## config.mk

```make
export PLATFORM = sky130hd
export DESIGN_NAME = dspl_scan_drv
export DESIGN_NICKNAME = d
export VERILOG_FILES = /design/src/rtl/dspl_pkg.sv /design/src/rtl/dspl_scan_tmr.sv /design/src/rtl/dspl_scan_drv.sv
export SDC_FILE = /design/constraint.sdc
export NUM_CORES = 1
export LEC_CHECK = 0
export BUFFER_PORTS_ARGS = -buffer_cell sky130_fd_sc_hd__buf_2
export CORE_UTILIZATION = 58
export DETAILED_ROUTE_END_ITERATION = 10
export HOLD_SLACK_MARGIN = 0.02
export PLACE_DENSITY = 0.92
export SLEW_MARGIN = 20
export SYNTH_ARGS = -nofsm -noshare
export SYNTH_HDL_FRONTEND = slang
export SYNTH_SLANG_ARGS = --single-unit
```

## constraint.sdc

```tcl
create_clock -name clk_i -period 9.3 [get_ports clk_i]
set_input_delay 1.86 -clock clk_i [delete_from_list [all_inputs] [get_ports clk_i]]
set_output_delay 1.86 -clock clk_i [all_outputs]
set_load 0.01 [all_outputs]
```

## src/rtl/dspl_pkg.sv

```systemverilog
// Shared types and segment table for the dspl_scan_drv display scanner.
// Segment bits are {a,b,c,d,e,f,g}, active-high; the driver inverts for the pins.
package dspl_pkg;

    localparam int DIGIT_W = 6;

    typedef struct packed {
        logic       en;
        logic [3:0] hex;
        logic       dp;
    } digit_t;

    // Hex font: b and d are drawn lowercase so they differ from 8 and 0.
    localparam logic [6:0] SEG_LUT [16] = '{
        7'h7E, 7'h30, 7'h6D, 7'h79,
        7'h33, 7'h5B, 7'h5F, 7'h70,
        7'h7F, 7'h7B, 7'h77, 7'h1F,
        7'h4E, 7'h3D, 7'h4F, 7'h47
    };

    function automatic logic [6:0] seg_decode(input logic [3:0] hex);
        return SEG_LUT[hex];
    endfunction

endpackage

```

## src/rtl/dspl_scan_tmr.sv

```systemverilog
// Scan timebase: slot counter within a digit and the digit index, with frame
// start (first slot of digit 0) and frame last (final slot of the last digit).
module dspl_scan_tmr #(
    parameter int NDIG            = 8,
    parameter int TICKS_PER_DIGIT = 100000,
    parameter int SLOT_W          = $clog2(TICKS_PER_DIGIT),
    parameter int IDX_W           = $clog2(NDIG)
) (
    input  logic              clk_i,
    input  logic              rst_ni,
    output logic [IDX_W-1:0]  idx_o,
    output logic [SLOT_W-1:0] slot_cnt_o,
    output logic              frame_start_o,
    output logic              frame_last_o
);

    logic [SLOT_W-1:0] slot_q, slot_d;
    logic [IDX_W-1:0]  idx_q, idx_d;
    logic              slot_wrap;
    logic              idx_wrap;

    assign slot_wrap = (slot_q == SLOT_W'(TICKS_PER_DIGIT - 1));
    assign idx_wrap  = (idx_q == IDX_W'(NDIG - 1));

    always_comb begin
        slot_d = slot_q;
        idx_d  = idx_q;
        if (slot_wrap) begin
            slot_d = '0;
            idx_d  = idx_wrap ? '0 : idx_q + IDX_W'(1);
        end else begin
            slot_d = slot_q + SLOT_W'(1);
        end
    end

    always_ff @(posedge clk_i or negedge rst_ni) begin
        if (!rst_ni) begin
            slot_q <= '0;
            idx_q  <= '0;
        end else begin
            slot_q <= slot_d;
            idx_q  <= idx_d;
        end
    end

    assign idx_o         = idx_q;
    assign slot_cnt_o    = slot_q;
    assign frame_start_o = (idx_q == '0) && (slot_q == '0);
    assign frame_last_o  = slot_wrap && idx_wrap;

endmodule

```

## src/rtl/dspl_scan_drv.sv

```systemverilog
// Time-multiplexed 7-segment scan driver with frame-coherent snapshot, PWM
// brightness and blanking. Define DSPL_BLINK_EN to build per-digit blinking.
module dspl_scan_drv
    import dspl_pkg::*;
#(
    parameter int NDIG            = 8,
    parameter int TICKS_PER_DIGIT = 100000,
    parameter int BLINK_FRAMES    = 250
) (
    input  logic                    clk_i,
    input  logic                    rst_ni,
    input  logic [DIGIT_W*NDIG-1:0] digits_i,
    input  logic [2:0]              bright_i,
    input  logic                    blank_i,
    input  logic [NDIG-1:0]         blink_mask_i,
    output logic [NDIG-1:0]         an_o,
    output logic [7:0]              dec_cat_o,
    output logic                    frame_strobe_o
);

    localparam int SLOT_W = $clog2(TICKS_PER_DIGIT);
    localparam int IDX_W  = $clog2(NDIG);
    localparam int LIM_W  = 35;

    logic [IDX_W-1:0]  idx;
    logic [SLOT_W-1:0] slot_cnt;
    logic              frame_start;
    logic              frame_last;

    dspl_scan_tmr #(
        .NDIG            (NDIG),
        .TICKS_PER_DIGIT (TICKS_PER_DIGIT),
        .SLOT_W          (SLOT_W),
        .IDX_W           (IDX_W)
    ) u_tmr (
        .clk_i         (clk_i),
        .rst_ni        (rst_ni),
        .idx_o         (idx),
        .slot_cnt_o    (slot_cnt),
        .frame_start_o (frame_start),
        .frame_last_o  (frame_last)
    );

    logic [DIGIT_W*NDIG-1:0] snap_q;
    logic [2:0]              bright_q;
    logic [NDIG-1:0]         an_q, an_d;
    logic [7:0]              dec_cat_q, dec_cat_d;
    logic                    frame_strobe_q;

    // The frame-start slot must already show the new snapshot, so bypass the
    // snapshot registers in the very cycle they are being loaded.
    logic [DIGIT_W*NDIG-1:0] eff_digits;
    logic [2:0]              eff_bright;
    assign eff_digits = frame_start ? digits_i : snap_q;
    assign eff_bright = frame_start ? bright_i : bright_q;

    digit_t dig [NDIG];
    for (genvar gi = 0; gi < NDIG; gi++) begin : g_unpack
        assign dig[gi] = eff_digits[DIGIT_W*gi +: DIGIT_W];
    end

    logic blink_phase;

`ifdef DSPL_BLINK_EN
    localparam int BF_W = (BLINK_FRAMES > 1) ? $clog2(BLINK_FRAMES) : 1;

    logic [BF_W-1:0] frame_cnt_q;
    logic            blink_phase_q;

    // Advancing on the last cycle of a frame means the new phase is in place
    // exactly when the next frame's first slot is evaluated.
    always_ff @(posedge clk_i or negedge rst_ni) begin
        if (!rst_ni) begin
            frame_cnt_q   <= '0;
            blink_phase_q <= 1'b0;
        end else if (frame_last) begin
            if (frame_cnt_q == BF_W'(BLINK_FRAMES - 1)) begin
                frame_cnt_q   <= '0;
                blink_phase_q <= ~blink_phase_q;
            end else begin
                frame_cnt_q <= frame_cnt_q + BF_W'(1);
            end
        end
    end

    assign blink_phase = blink_phase_q;
`else
    localparam int UNUSED_BLINK_FRAMES = BLINK_FRAMES;
    logic unused_frame_last;
    assign unused_frame_last = frame_last;
    assign blink_phase       = 1'b0;
`endif

    digit_t           cur;
    logic [LIM_W-1:0] duty_lim;
    logic             in_window;
    logic             lit;

    assign cur       = dig[idx];
    assign duty_lim  = ((LIM_W'(eff_bright) + LIM_W'(1)) * LIM_W'(TICKS_PER_DIGIT)) >> 3;
    assign in_window = (LIM_W'(slot_cnt) < duty_lim);
    assign lit       = cur.en && !blank_i && in_window && !(blink_phase && blink_mask_i[idx]);

    always_comb begin
        an_d      = '1;
        dec_cat_d = 8'hFF;
        if (lit) begin
            an_d      = ~(NDIG'(1) << idx);
            dec_cat_d = {~seg_decode(cur.hex), ~cur.dp};
        end
    end

    always_ff @(posedge clk_i or negedge rst_ni) begin
        if (!rst_ni) begin
            snap_q         <= '0;
            bright_q       <= 3'd7;
            an_q           <= '1;
            dec_cat_q      <= 8'hFF;
            frame_strobe_q <= 1'b0;
        end else begin
            if (frame_start) begin
                snap_q   <= digits_i;
                bright_q <= bright_i;
            end
            an_q           <= an_d;
            dec_cat_q      <= dec_cat_d;
            frame_strobe_q <= frame_start;
        end
    end

    assign an_o           = an_q;
    assign dec_cat_o      = dec_cat_q;
    assign frame_strobe_o = frame_strobe_q;

endmodule

```

==> reports/qor.json <==
{
  "logic_synthesis": {
    "synth_top_family_by_area": "simple AND/OR/NAND/NOR gates",
    "ys_seq_area_frac": 0.421,
    "synthTopCellsByArea": "sky130_fd_sc_hd__dfrtp_1 (33%), sky130_fd_sc_hd__ha_1 (11%), sky130_fd_sc_hd__nand2_1 (11%)",
    "synthAdderAreaFrac": 0.113,
    "synth_simple_gate_area_share": 0.194,
    "edff_count_synth": 0,
    "synth_top_area_frac": 0.327,
    "synth_seq_cells": 88,
    "synth_area_per_cell_um2": 9.82,
    "ys_async_sr_fraction": 1.00,
    "fraction_of_the_mapped_netlist_area_in_compound_gates": 0.0990,
    "netlist_top_cells_count": "sky130_fd_sc_hd__nand2_1 (153), sky130_fd_sc_hd__dfrtp_1 (69), sky130_fd_sc_hd__ha_1 (46)",
    "synthDistinctLibCells": 62,
    "post_synthesis_cell_type_with_the_largest_combined_area": "sky130_fd_sc_hd__dfrtp_1",
    "top_reg_cell_synth": "sky130_fd_sc_hd__dfrtp_1",
    "post_synth_inst_count": 538,
    "post_synthesis_mux_area_share": 0.0997,
    "yosysWarnings": 0,
    "post_synth_xor_area_fraction": 0.0365,
    "netlist_area_um2": 5280,
    "yosysMostFrequentCell": "sky130_fd_sc_hd__nand2_1",
    "syn-num-nets": 647
  },
  "drt": {
    "drt_pass1_iterations": 5,
    "antenna_violation_net_count_after_detailed_routing": 0,
    "remaining_drc_errors": 0,
    "drt_iter0_markers": 329,
    "totalWireLength_mm": 12.2,
    "post_drt_wl_per_cell_um": 17.1,
    "route.vias.total": 4315,
    "route.detailed.vias_per_inst": 6.05
  },
  "timing": {
    "finalCritPeriodShare": 0.849,
    "finalHoldViolations": 0,
    "timing.final.max_slew_violations": 0,
    "finalClockSkew_ns": 0.0125,
    "worst_slew_pin_slew_ns": 0.757,
    "post-route-min-period_ns": 7.90,
    "rsz0062_at_grt": "false",
    "final.setup.tns_ns": 0,
    "fmax_mhz": 127,
    "timing.final.setup_violations": 0,
    "timing.slew.headroom": 0.491
  },
  "critical_path": {
    "critPathMaxFanout": 16,
    "critical_path_class": "flip-flop to flip-flop",
    "timing.reg2reg.setup_slack_ns": 1.40,
    "cpMaxStageDelayCell": "sky130_fd_sc_hd__a21oi_2",
    "data_arrival_time_at_the_worst_slack_endpoint_ns": 8.14,
    "worst_r2r_endpoint": "dec_cat_o[7]",
    "category_of_the_worst_setup_path_launch_point": "flip-flop",
    "regToRegStartpoint": "u_tmr.idx_o[0]",
    "ff2ff_path_depth": 26,
    "worst_setup_path_end_kind": "flip-flop",
    "critPathMaxStageDelay_ns": 0.61,
    "worst_ep_required_time_ns": 9.55
  },
  "floorplan": {
    "core.rowCount": 34,
    "die_w_um": 97.4,
    "pin_count": 79,
    "floorplan.initialDensity": 0.603,
    "dieHeight_um": 97.4,
    "core_area_um2": 8760,
    "total_die_area_um2": 9490
  },
  "placement": {
    "placedCellCount": 697,
    "gpl.final_weighted_congestion": 0.923,
    "placement.io_buffers": 70,
    "dpl-instance-area_um2": 5690,
    "placed_wire_length_estimate_mm": 8.74
  },
  "cells_and_area": {
    "flow.area_growth_from_synthesis_pct": 11.9,
    "filler_cell_count": 654,
    "layout_nets": 709,
    "end_of_flow_core_utilization": 0.674,
    "final_cell_area_um2": 5910,
    "antenna-diode-count": 0,
    "drive_gt1_frac": 0.235,
    "finalNonFillerCells": 713
  },
  "grt": {
    "antenna_found_initial": 0,
    "wire_length_of_the_first_global_routing_pass_mm": 21.0,
    "number_of_global_route_vias_before_repair": 4644,
    "overflow": 0,
    "grt_usage": 0.279,
    "maximum_number_of_pins_on_one_net_before_global_route_repair": 89
  },
  "pwr": {
    "power_leakage_nw": 2.88,
    "power-per-cell-area_nw_per_um2": 135,
    "irDropWorstVdd_v": 0.0000964
  },
  "clock_network": {
    "ctsLongestPathBuffers": 2,
    "clock_latency_ns": 0.38,
    "ctsHtreeMaxLevel": 3,
    "sinks_on_the_clock_net": 88,
    "numCtsBuffers": 9,
    "tritoncts": "built",
    "cts_hold_buffers": 0,
    "cts_post_setup_buffers_inserted": 0,
    "clk_pin_slew_worst_paths_ns": 0.09,
    "cts-root-buf": "sky130_fd_sc_hd__clkbuf_8",
    "number_of_gates_resized_after_cts": 0
  },
  "min_path": {
    "whs_endpoint": "snap_q[19]",
    "min_path_type": "flip-flop to flip-flop",
    "holdCritStartpoint": "snap_q[19]",
    "hold_path_depth": 2
  },
  "job": {
    "maxCapViolations": 0
  },
  "outcome": {
    "status": "finished, final reports clean"
  }
}
-- how the worst max path moves through the flow --
stage	startpoint	endpoint	slack, ns	cells past startpoint
3_5_place_dp	u_tmr.idx_o[0]	dec_cat_o[3]	1.57	26
6_report	u_tmr.idx_o[0]	dec_cat_o[7]	1.40	26
4_1_cts	u_tmr.idx_o[0]	dec_cat_o[7]	1.45	26
3_3_place_gp	u_tmr.idx_o[0]	dec_cat_o[2]	1.80	26
5_1_grt	u_tmr.idx_o[0]	dec_cat_o[2]	0.81	26
2_1_floorplan	u_tmr.idx_o[1]	an_o[5]	2.60	32
-- state kept, by name, summed over array words and instances, names as in the netlist --
register	flops
bright_q	3
snap_q	48
u_tmr.slot_cnt_o	17
dec_cat_o	8
u_tmr.idx_o	3
frame_strobe_o	1
an_o	8
-- worst max-delay path: cells and delay by family, from the launching register on --
family	cells	cell delay (ns)
buf+inv	4	0.99
xor+xnor	2	0.60
flops	1	0.55
simple gates	3	0.88
compound gates	12	3.08
fa+ha+maj	5	1.65
-- layout make-up --
| type | count | area, µm² | share of cell area |
|---|---|---|---|
| clock inverters | 7 | 87.6 | 0.0148 |
| flip-flops and latches | 88 | 2230 | 0.377 |
| repair buffers | 73 | 379 | 0.0642 |
| inverters | 21 | 78.8 | 0.0133 |
| multi-input cells | 407 | 2880 | 0.487 |
| well taps | 108 | 135 | 0.0229 |
| clock buffers | 9 | 124 | 0.0210 |
-- layout by cell type (no fill, tap or decap), types with 15 or more instances in the layout --
master	synthesis	routed
sky130_fd_sc_hd__nor2_1	16	16
sky130_fd_sc_hd__nand3_1	23	23
sky130_fd_sc_hd__dfstp_2	19	19
sky130_fd_sc_hd__dfrtp_1	69	69
sky130_fd_sc_hd__ha_1	46	46
sky130_fd_sc_hd__inv_1	19	19
sky130_fd_sc_hd__mux2_2	18	18
sky130_fd_sc_hd__buf_2	1	69
sky130_fd_sc_hd__xnor2_1	15	15
sky130_fd_sc_hd__nand2_1	153	153
-- logic make-up (layout without fill, tap and decap cells) --
| logic type | Yosys count | after routing |
|---|---|---|
| AO/OA/AOI/OAI | 75 | 75 |
| AND/OR/NAND/NOR | 229 | 229 |
| buffers and inverters | 43 | 110 |
| flip-flops | 88 | 88 |
| adder cells (fa/ha/maj) | 47 | 47 |
| XOR/XNOR | 22 | 22 |
| multiplexers | 34 | 34 |
-- layer usage --
metal	vias up	share of wire	GRT usage
met5	-	0	0
met4	0	0.035	0.147
met3	47	0.056	0.0561
met2	167	0.51	0.473
met1	2104	0.40	0.336
li1	1997	-	-
-- power by group --
part	internal, mW	switching (mW)	leakage [nW]
Sequential	0.398	0.00523	1.04
Clock	0.129	0.150	0.0996
Combinational	0.0508	0.0640	1.74
-- per-stage QoR --
stage | power [mW] | hold WS [ns] | worst slack, ns
after global routing | 0.832 | 0.493 | 0.809
after global placement | 0.516 | 0.440 | 1.80
after CTS | 0.802 | 0.467 | 1.45
after detailed placement | 0.524 | 0.448 | 1.57
final | 0.797 | 0.466 | 1.40
after floorplan | 0.482 | 0.429 | 2.60
(Power assumes the default switching activity.)
